### src/rtl/dac_lane_framer.sv
// Multi-channel DAC lane framer: buffers parallel sample beats and drives serializer
// data, frame and sync lanes through an IDLE -> SYNC -> PRIME -> RUN sequence.
module dac_lane_framer #(
  parameter int NUM_CH      = 2,
  parameter int DATA_WIDTH  = 16,
  parameter int RATIO       = 4,
  parameter int FIFO_DEPTH  = 8,
  parameter int PRIME_LEVEL = 4,
  parameter int SYNC_LEN    = 16,
  parameter logic [RATIO-1:0] FRAME_PAT = RATIO'(4'b0011),
  parameter logic [RATIO-1:0] SYNC_PAT  = RATIO'(4'b0011)
) (
  input  logic                                 clk,
  input  logic                                 rst,
  input  logic                                 enable,
  input  logic                                 sync_req,
  input  logic                                 s_valid,
  output logic                                 s_ready,
  input  logic [NUM_CH*RATIO*DATA_WIDTH-1:0]   s_data,
  output logic [NUM_CH*RATIO*DATA_WIDTH-1:0]   ser_data,
  output logic [RATIO-1:0]                     frame_word,
  output logic [RATIO-1:0]                     sync_word,
  input  logic                                 underflow_clr,
  output logic                                 underflow,
  output logic [15:0]                          underflow_cnt,
  output logic [$clog2(FIFO_DEPTH):0]          fifo_level,
  output logic [1:0]                           state
);

  localparam int BW = NUM_CH * RATIO * DATA_WIDTH;
  localparam int AW = $clog2(FIFO_DEPTH);
  localparam logic [AW:0] DEPTH_L   = (AW+1)'(FIFO_DEPTH);
  localparam logic [AW:0] PRIME_L   = (AW+1)'(PRIME_LEVEL);
  localparam logic [7:0]  SYNC_LAST = 8'(SYNC_LEN - 1);

  typedef enum logic [1:0] {IDLE = 2'd0, SYNC = 2'd1, PRIME = 2'd2, RUN = 2'd3} state_t;

  state_t          state_q, state_d;
  logic [7:0]      cnt_q, cnt_d;
  logic [BW-1:0]   mem [FIFO_DEPTH];
  logic [AW-1:0]   wr_ptr, rd_ptr;
  logic [AW:0]     level_q;
  logic            push, pop, uf_event, flush;
  logic [BW-1:0]   ser_d;
  logic [RATIO-1:0] frame_d, sync_d;

  // Handshake: a beat transfers on a rising clk edge where s_valid && s_ready.
  // s_ready is also held low in IDLE because the FIFO is flushed there.
  assign s_ready    = enable && !rst && (state_q != IDLE) && (level_q < DEPTH_L);
  assign push       = s_valid && s_ready;
  assign fifo_level = level_q;
  assign state      = state_q;

  always_ff @(posedge clk) begin
    if (rst) begin
      state_q <= IDLE;
      cnt_q   <= '0;
    end else begin
      state_q <= state_d;
      cnt_q   <= cnt_d;
    end
  end

  always_comb begin
    state_d  = state_q;
    cnt_d    = cnt_q;
    pop      = 1'b0;
    uf_event = 1'b0;
    case (state_q)
      IDLE: begin
        cnt_d = '0;
        if (enable) state_d = SYNC;
      end
      SYNC: begin
        if (sync_req) cnt_d = '0;
        else if (cnt_q == SYNC_LAST) state_d = PRIME;
        else cnt_d = cnt_q + 8'd1;
      end
      PRIME: begin
        if (sync_req) begin
          state_d = SYNC;
          cnt_d   = '0;
        end else if (level_q >= PRIME_L) begin
          state_d = RUN;
        end
      end
      RUN: begin
        // A resync request holds the buffer so no beat is lost across the burst.
        if (sync_req) begin
          state_d = SYNC;
          cnt_d   = '0;
        end else if (level_q != '0) begin
          pop = 1'b1;
        end else begin
          uf_event = 1'b1;
        end
      end
      default: state_d = IDLE;
    endcase
    if (!enable) begin
      state_d  = IDLE;
      cnt_d    = '0;
      pop      = 1'b0;
      uf_event = 1'b0;
    end
  end

  always_comb begin
    flush   = !enable || (state_q == IDLE);
    ser_d   = pop ? mem[rd_ptr] : '0;
    frame_d = (enable && (state_q == SYNC || state_q == RUN)) ? FRAME_PAT : '0;
    sync_d  = (enable && state_q == SYNC) ? SYNC_PAT : '0;
  end

  always_ff @(posedge clk) begin
    if (push) mem[wr_ptr] <= s_data;
  end

  always_ff @(posedge clk) begin
    if (rst) begin
      wr_ptr        <= '0;
      rd_ptr        <= '0;
      level_q       <= '0;
      ser_data      <= '0;
      frame_word    <= '0;
      sync_word     <= '0;
      underflow     <= 1'b0;
      underflow_cnt <= '0;
    end else begin
      ser_data   <= ser_d;
      frame_word <= frame_d;
      sync_word  <= sync_d;
      if (flush) begin
        wr_ptr  <= '0;
        rd_ptr  <= '0;
        level_q <= '0;
      end else begin
        if (push) wr_ptr <= wr_ptr + 1'b1;
        if (pop)  rd_ptr <= rd_ptr + 1'b1;
        if (push && !pop)      level_q <= level_q + 1'b1;
        else if (pop && !push) level_q <= level_q - 1'b1;
      end
      // A clear coinciding with a new underflow restarts the count at one.
      if (uf_event) begin
        underflow <= 1'b1;
        if (underflow_clr)                underflow_cnt <= 16'd1;
        else if (underflow_cnt != 16'hFFFF) underflow_cnt <= underflow_cnt + 16'd1;
      end else if (underflow_clr) begin
        underflow     <= 1'b0;
        underflow_cnt <= '0;
      end
    end
  end

endmodule

### config.mk
export PLATFORM = sky130hd
export DESIGN_NAME = dac_lane_framer
export DESIGN_NICKNAME = d
export VERILOG_FILES = /design/src/rtl/dac_lane_framer.sv
export SDC_FILE = /design/constraint.sdc
export NUM_CORES = 1
export LEC_CHECK = 0
export CAP_MARGIN = 15
export CORE_ASPECT_RATIO = 0.7
export CORE_UTILIZATION = 40
export DETAILED_ROUTE_END_ITERATION = 16
export HOLD_SLACK_MARGIN = 0.03
export MAX_ROUTING_LAYER = met4
export SYNTH_ARGS = -nofsm -noshare
export SYNTH_HDL_FRONTEND = slang
export SYNTH_SLANG_ARGS = --single-unit
### constraint.sdc
create_clock -name clk -period 27.7 [get_ports clk]
set_input_delay 5.54 -clock clk [delete_from_list [all_inputs] [get_ports clk]]
set_output_delay 5.54 -clock clk [all_outputs]
set_load 0.1 [all_outputs]
# == After elaboration in Yosys (flattened, before gate mapping) ==
# Memories as Yosys holds them, arrays and structs flattened. A register that Yosys moved wholly into a read port is not among the register bits.
# Index checks and enable logic that the tools add are counted.
# word_totals
register_bits,45
mem_bits_rw,1024
n_memories,1
# memory_table
memory,words,word_bits,rd,rd_ports_with_merged_regs,wr,line,text
mem,8,128,1,1,1,40,logic [BW-1:0] mem [FIFO_DEPTH];
# op_classes
n_addsub,6
order_cmp,2
eq_ne,11
n_mux,30
bitwise,2
n_reduce_logical,27
# op_table
op,n
$mux W16,4
$mux W8,3
$pmux W8 S3,1
$add A16 B1 Y16 const B,1
$ne A16 B16 Y1 const B,1
$mux W2,7
$mux W1,12
$add A8 B1 Y8 const B,1
$eq A8 B4 Y1 const B,1
$logic_and A1 B1 Y1,8
$mux W4,2
$pmux W2 S4,1
$reduce_bool A2 Y1,4
$reduce_or A2 Y1,4
$add A3 B1 Y3 const B,2
$ne A2 B2 Y1 const B,3
$ne A3 B3 Y1 const B,2
$add A4 B1 Y4 const B,1
$eq A2 B2 Y1 const B,2
$ge A4 B3 Y1 const B,1
$logic_not A1 Y1,4
$lt A4 B4 Y1 const B,1
$reduce_and A2 Y1,2
$reduce_and A4 Y1,1
other kinds (7),9

# == Logic depth before layout (Yosys ltp) ==
# Gate-level depths: netlist of the first run.
# logic_depth
ltp_word,9
ltp_mapped,12
mapped_depth_nobuf,12

# == Worst setup path before layout of the first run ==
# Ideal clock, no wire load.
# synth_path
path_kind,input-to-reg
start,input rst
end,memory mem[0][0] (netlist bit) (enable)
setup_ns,0.929
arrival_time_ns,22.088
path_slack_ns,4.684
stages,4
path_buffers,1
path_cell_list,clkbuf_1 -> nor4b_1 -> nand2_1 -> nor4_1
# synth_between
elab_chain_cells,7
# synth_rtl
element,line,text
start: declaration,14,"input logic rst,"
$logic_not A1 Y1,49,assign s_ready = enable && !rst && (state_q != IDLE) && (level_q < DEPTH_L);
$logic_and A1 B1 Y1 (3 in series),49,
via s_ready,18,"output logic s_ready,"
$logic_and A1 B1 Y1,50,assign push = s_valid && s_ready;
$mux W1,116,if (push) mem[wr_ptr] <= s_data;
$mux W1 (implied by the code),116,
end: declaration,40,
# The timed path passes the listed nets, and every way through them passes these cells.

# == Worst setup path in the final report of the first run ==
# layout_path
start,input rst
end,output s_ready
# layout_between
elab_chain_cells,4
# layout_rtl
element,line
$logic_not A1 Y1,49
$logic_and A1 B1 Y1 (3 in series),49
end: declaration,18
# Every way passes these cells.

==> qor.yml, run 1 <==
area.growth.synth_to_final_pct: 19.3
post_route_cells_drive_above_1_share: 0.193
gr-usage-all-layers: 0.173
post_drt_wl_per_cell_microns: 23.5
intPower_uw: 2850
critical-path-top-delay-family: "buffers and inverters"
route.vias.total: 20200
final_count_of_pins_violating_max_slew: 0
count_of_tritonroute_iterations_in_the_first_routing_pass: 5
layout_worst_path_cycle_share: 0.500
grt_setup_unrepaired: "no"
initial_antenna_violation_count: 22
cp_max_fo: 11
synth_enable_flop_cells: 1024
portBuffers: 289
ys_async_sr_fraction: 0
critical_path_required_ns: 22.16
cts_repair_resize_count: 0
pwr_density_nw_per_um2: 68.3
final_cell_mix: "sky130_fd_sc_hd__edfxtp_1, sky130_fd_sc_hd__clkdlybuf4s50_1, sky130_fd_sc_hd__mux4_2, sky130_fd_sc_hd__dfxtp_1, sky130_fd_sc_hd__nor2_1"
finalHoldViolations: 0
netlist.area_leader.share: 0.708
finalSetupTns_ns: 0
path_class: "input pin to output pin"
timing_worst_slew_pin_value_ns: 1.16
cts.hold.buffers_added: 0
crit-reg2reg-capture: "fifo_level[3]"
worstPathCellList: "clkdlybuf4s50_1 > nor4b_1 > clkdlybuf4s50_1"
tritoncts: "yes"
totalWireLength_mm: 91.7
netlist_top_cells_area: "sky130_fd_sc_hd__edfxtp_1, sky130_fd_sc_hd__mux4_2, sky130_fd_sc_hd__dfxtp_1"
boundaryPins: 294
timing.critical_path.buf_inv: 2
nFillCells: 8637
synthFlopType: "sky130_fd_sc_hd__edfxtp_1"
ys_seq_area_frac: 0.785
die_width_microns: 396
netSwitchingPower_uw: 694
timing.critical_path.to_type: "output pin"
max_freq_mhz: 72.2
timing.critical_path.mode_cell: "sky130_fd_sc_hd__clkdlybuf4s50_1"
fin_worst_skew_ns: 0.0219
first_global_vias: 21700
seq_area_sq_um: 34100
place_worst_setup_slack_ns: 13.82
power_leakage_uw: 0.0157
cts.htree.levels: 3
syn_area_per_cell_sq_um: 21.4
core_sq_um: 107000
reg2reg_depth: 12
insertion_delay_ns: 0.71
slowest_delay_ns: 1.29
worstHoldPathCells: 2
rows: 100
number_of_standard_cells_after_synthesis: 2028
clockBufferDepth: 3
yosysUniqueCellTypes: 56
detailedRoute.firstIterationViolations: 1397
die_h_microns: 278
gp_congestion: 0.781
crit_path_start_kind: "input pin"
cts.reportedPaths.clkPinSlew_ns: 0.06
die_area_sq_um: 110000
setup_ws_ns: 13.86
grt_start_max_net_pins: 136
dr_vias_cell: 5.19
multi_input_area_sq_um: 8950
globalRoute.totalOverflow: 0
capture_endpoint_of_the_worst_hold_path: "cnt_q[4]"
run_status: "completed"
postLayoutCoreUtil: 0.485
critPathArrivalTime_ns: 8.30
setup_viol_count_final: 0
grt_pass1_wl_mm: 138
number_of_flip_flops_and_latches_in_the_synthesized_netlist: 1191
final_net_count: 2496
post-route-min-period_ns: 13.84
hp-start: "cnt_q[4]"
power_switching_share: 0.196
place_hpwl_mm: 46.0
combinationalPowerShare: 0.014
number_of_setup_buffers_added_after_cts: 0
cts_inserted_buffers: 112
drtAntennaViolNets: 0
critical_path.reg2reg.startpoint: "state[0]"
syn-cell-area_sq_um: 43400
floorplan.initialDensity: 0.406
clock_power_share: 0.436
whs_ns: 0.504
root_buffer: "sky130_fd_sc_hd__clkbuf_16"
critical_path.slowest_cell: "sky130_fd_sc_hd__clkdlybuf4s50_1"
final_common_cell: "sky130_fd_sc_hd__edfxtp_1"
synth.largest_area_cell: "sky130_fd_sc_hd__edfxtp_1"
timing.max_cap.violations: 0
power_frac_seq: 0.550
max_slew_margin: 0.225
tritoncts_num_sinks: 1191
worstHoldPathType: "register to register"
worst-r2r-setup-slack_ns: 24.04
ys_warn_count: 0
post-route-drc-count: 0
ir_drop_mv: 0.0524
==> cell type report <==
type	instances	area share
clock buffer	141	0.0585
multi-input combinational	723	0.173
antenna	23	0.00111
tap	1428	0.0345
timing repair buffer	306	0.0609
inverter	15	0.00109
clock inverter	73	0.0134
sequential	1191	0.658
==> routing by layer <==
metal,share of wire,up-vias,wire (microns),track usage
li1,-,8931,-,-
met1,0.43,10700,39400,0.222
met2,0.49,477,45200,0.277
met3,0.057,150,5210,0.0426
met4,0.020,0,1870,0.0459
met5,0,-,0,-
==> sequential cells by signal, indices dropped and copies added, names as in the netlist <==
name,flops
state,2
wr_ptr,3
sync_word,1
mem,1024
rd_ptr,3
ser_data,128
frame_word,1
underflow,1
underflow_cnt,16
cnt_q,8
fifo_level,4
==> worst register-to-register path, cell delays in order (launching register included) <==
cell and delay, ns:
sky130_fd_sc_hd__dfxtp_1 0.44, sky130_fd_sc_hd__inv_1 0.10, sky130_fd_sc_hd__ha_1 0.23, sky130_fd_sc_hd__nor4b_1 0.75, sky130_fd_sc_hd__nand2_1 0.39, sky130_fd_sc_hd__inv_1 0.13
sky130_fd_sc_hd__ha_1 0.17, sky130_fd_sc_hd__inv_1 0.10, sky130_fd_sc_hd__ha_1 0.29, sky130_fd_sc_hd__a21o_1 0.19, sky130_fd_sc_hd__a21oi_1 0.20, sky130_fd_sc_hd__mux2i_1 0.22
sky130_fd_sc_hd__mux2_2 0.35
==> cells by family after synthesis <==
| family | after synthesis | synth area share |
|---|---|---|
| other cells | 1 | 0.0000863 |
| xor+xnor | 9 | 0.00181 |
| buf+inv | 117 | 0.0107 |
| mux | 390 | 0.164 |
| compound gates | 53 | 0.00832 |
| simple gates | 254 | 0.0266 |
| flops | 1191 | 0.785 |
| fa+ha+maj | 13 | 0.00392 |
==> cells in the mapped netlist, drive strengths merged (4+ instances only) <==
master and count:
inv 15, nor3 8, nor2b 4, xor2 5, nor4 5, dfxtp 167
a21oi 10, ha 12, buf 51, o211ai 5, nand3 23, nand4 7
clkbuf 51, mux4 256, nand2 19, edfxtp 1024, nor2 153, xnor2 4
mux2i 133, or4 8, nand2b 5, o21ai 10, o31ai 5
==> worst max path at each step <==
stage,from,to,slack [ns],cells past startpoint
CTS,rst,s_ready,13.82,3
global route,rst,s_ready,13.69,3
global placement,rst,s_ready,13.86,3
finish,rst,s_ready,13.86,3
floorplan,rst,mem[0][0],4.68,4
detailed placement,rst,s_ready,13.82,3
==> power by group through the flow <==
| stage | logic (uW) | clock network [uW] | registers, uW |
|---|---|---|---|
| final | 50.5 | 1540 | 1950 |
| after global routing | 54.9 | 1650 | 1950 |
| after CTS | 51.0 | 1590 | 1950 |
| after detailed placement | 50.8 | 0 | 1990 |
| after global placement | 47.5 | 0 | 1990 |
| after floorplan | 10.7 | 0 | 1990 |
==> metrics by stage <==
stage / total power, uW / instances / area (sq um)
floorplan: 2000 / 2031 / 43400
global placement: 2030 / 3663 / 48100
detailed placement: 2040 / 3663 / 48100
CTS: 3590 / 3877 / 51800
global route: 3650 / 3899 / 51800
finish: 3540 / 3900 / 51800
Note: power is estimated with default switching activity, not from simulation.
==> run 2, diff against run 1 <==
==> constraint.sdc (replaced) <==
create_clock -name clk -period 13 [get_ports clk]
set_input_delay 2.6 -clock clk [delete_from_list [all_inputs] [get_ports clk]]
set_output_delay 2.6 -clock clk [all_outputs]
set_load 0.1 [all_outputs]
==> run 2 against run 1 <==
Against the previous run:
- sequential power grew 110%
- cell count grew 0.23%
- first-iteration DRC count grew 4.2%
- register-to-register slack lost 15 ns
- sequential share of layout area shrank 0.22 points
- setup slack lost 8.9 ns
- clock power grew 120%
- critical path depth is the same
- cell area grew 0.33%
- total power grew 120%
- combinational power grew 110%
==> qor.yml, run 2 (synthesis results as in run 1) <==
grt_util_met2: 0.276  # -0.000941
boundaryPins: 294  # unchanged
first_global_vias: 21700  # -0.0046%
place_hpwl_mm: 48.4  # +5.2%
crit_path_start_kind: "input pin"
critical_path.slowest_cell: "sky130_fd_sc_hd__clkdlybuf4s50_1"
final_net_count: 2505  # +0.36%
cts_repair_resize_count: 0  # unchanged
cts.reportedPaths.clkPinSlew_ns: 0.07  # about the same
critical_path.reg2reg.startpoint: "state[0]"
count_of_tritonroute_iterations_in_the_first_routing_pass: 5  # unchanged
nFillCells: 8627  # -0.12%
gp_congestion: 0.810  # +3.7%
insertion_delay_ns: 0.71  # about the same
grt_start_max_net_pins: 143  # +5.1%
tritoncts: "yes"
critical_path_required_ns: 10.40  # -11.76 ns
cp_max_fo: 11  # unchanged
final_cell_mix: "sky130_fd_sc_hd__edfxtp_1, sky130_fd_sc_hd__clkdlybuf4s50_1, sky130_fd_sc_hd__mux4_2, sky130_fd_sc_hd__dfxtp_1, sky130_fd_sc_hd__nor2_1"
final_count_of_pins_violating_max_slew: 0  # unchanged
die_area_sq_um: 110000  # unchanged
post-route-drc-count: 0  # unchanged
placed_cells: 3669  # +0.16%
fin_worst_skew_ns: 0.0249  # +0.00306 ns
timing.critical_path.to_type: "output pin"
postLayoutCoreUtil: 0.486  # +0.00159
cts.htree.levels: 3  # unchanged
cts_inserted_buffers: 114  # +1.8%
dr_vias_cell: 5.20  # +0.23%
slowest_delay_ns: 1.30  # about the same
met1_usage: 0.231  # +0.00875
post-route-min-period_ns: 8.07
run_status: "completed"
worst-r2r-setup-slack_ns: 8.95  # -15.09 ns
use_met3: 0.0469  # +0.00429
clockBufferDepth: 3  # unchanged
whs_ns: 0.512  # +0.00766 ns
worstPathCellList: "clkdlybuf4s50_1 > nor4b_1 > clkdlybuf4s50_1"
die_h_microns: 278  # unchanged
final_common_cell: "sky130_fd_sc_hd__edfxtp_1"
portBuffers: 289  # unchanged
critPathArrivalTime_ns: 5.47  # -2.83 ns
max_slew_margin: 0.273  # +0.0487
die_width_microns: 396  # unchanged
root_buffer: "sky130_fd_sc_hd__clkbuf_16"
globalRoute.totalOverflow: 0  # unchanged
layout_worst_path_cycle_share: 0.621
rows: 100  # unchanged
ir_drop_mv: 0.0962  # +84%
totalWireLength_mm: 93.4  # +1.9%
setup_ws_ns: 4.93  # -8.93 ns
dpl-instance-area_sq_um: 48100  # about the same
timing.max_cap.violations: 0  # unchanged
grt_pass1_wl_mm: 139  # +1.3%
capture_endpoint_of_the_worst_hold_path: "cnt_q[4]"
reg2reg_depth: 7  # -5
hp-start: "cnt_q[4]"
route.vias.total: 20300  # +0.46%
pwr_density_nw_per_um2: 147  # +110%
power_leakage_uw: 0.0158  # +0.58%
setup_viol_count_final: 0  # unchanged
grt_setup_unrepaired: "no"
cts.hold.buffers_added: 0  # unchanged
top_register: "mem"
post_drt_wl_per_cell_microns: 23.9  # +1.7%
worstHoldPathType: "register to register"
detailedRoute.firstIterationViolations: 1456  # +4.2%
number_of_setup_buffers_added_after_cts: 0  # unchanged
reg_top3: "mem x1024, ser_data x128, underflow_cnt x16"
timing.critical_path.mode_cell: "sky130_fd_sc_hd__clkdlybuf4s50_1"
gr-usage-all-layers: 0.176  # +0.00238
worstHoldPathCells: 2  # unchanged
area.growth.synth_to_final_pct: 19.7
drtAntennaViolNets: 0  # unchanged
post_route_cells_drive_above_1_share: 0.197  # +0.00458
grt-busiest-layer: "met2"
floorplan.initialDensity: 0.406  # unchanged
timing_worst_slew_pin_value_ns: 1.09  # -0.0765 ns
core_sq_um: 107000  # unchanged
place_worst_setup_slack_ns: 4.90  # -8.92 ns
max_freq_mhz: 124
post-route-cell-area_sq_um: 52000  # +0.33%
path_class: "input pin to output pin"
crit-reg2reg-capture: "mem[3][86]"
tritoncts_num_sinks: 1191  # unchanged
finalHoldViolations: 0  # unchanged
layoutNonFillerInstCount: 3909  # +0.23%
largest_reg_flops: 1024  # unchanged
initial_antenna_violation_count: 23  # +4.5%
[run 2: cell types whose count changed in the layout (fill, tap and decap cells not counted), sizes merged]
cell	delta
clkinv	-13
inv	+1
clkinvlp	-1
buf	+6
bufinv	-2
clkbuf	+18
[run 2: report_power, final]
part,leakage [uW],internal [uW],total (uW),switching [uW]
clock network,0.00190,1950,3370,1420
logic,0.00336,44.5,107,62.9
registers,0.0106,4150,4150,1.50
[run 2: how the worst max path moves through the flow]
| stage | start | to | slack (ns) | depth (start not counted) |
|---|---|---|---|---|
| after detailed placement | rst | s_ready | 4.90 | 3 |
| after global placement | rst | s_ready | 5.01 | 3 |
| final | rst | s_ready | 4.93 | 3 |
| after CTS | rst | s_ready | 4.90 | 3 |
| after floorplan | rst | mem[2][0] | -3.76 | 4 |
| after global routing | rst | s_ready | 4.74 | 3 |
[run 2: layer usage]
layer,wire length [microns],part of all wire
met2,45500,0.49
met4,1590,0.017
met3,6140,0.066
met1,40200,0.43
met5,0,0
[run 2: per-stage QoR]
step	setup TNS, ns	power (uW)
floorplan	-1685.60	4260
global placement	0	4330
finish	0	7620
detailed placement	0	4340
CTS	0	7720
global route	0	7860
[run 2: area by class of cell]
type | instances | area (sq um) | share of cell area
Antenna cell | 23 | 57.6 | 0.00111
Clock buffer | 158 | 3290 | 0.0633
Clock inverter | 58 | 581 | 0.0112
Inverter | 15 | 56.3 | 0.00108
Multi-Input combinational cell | 723 | 8960 | 0.172
Sequential cell | 1191 | 34100 | 0.656
Tap cell | 1428 | 1790 | 0.0344
Timing Repair Buffer | 313 | 3170 | 0.0610
[run 2: critical path: cells and delay by family]
family / cells / cell delay (ns)
AND/OR/NAND/NOR: 1 / 0.98
buffers and inverters: 2 / 1.89
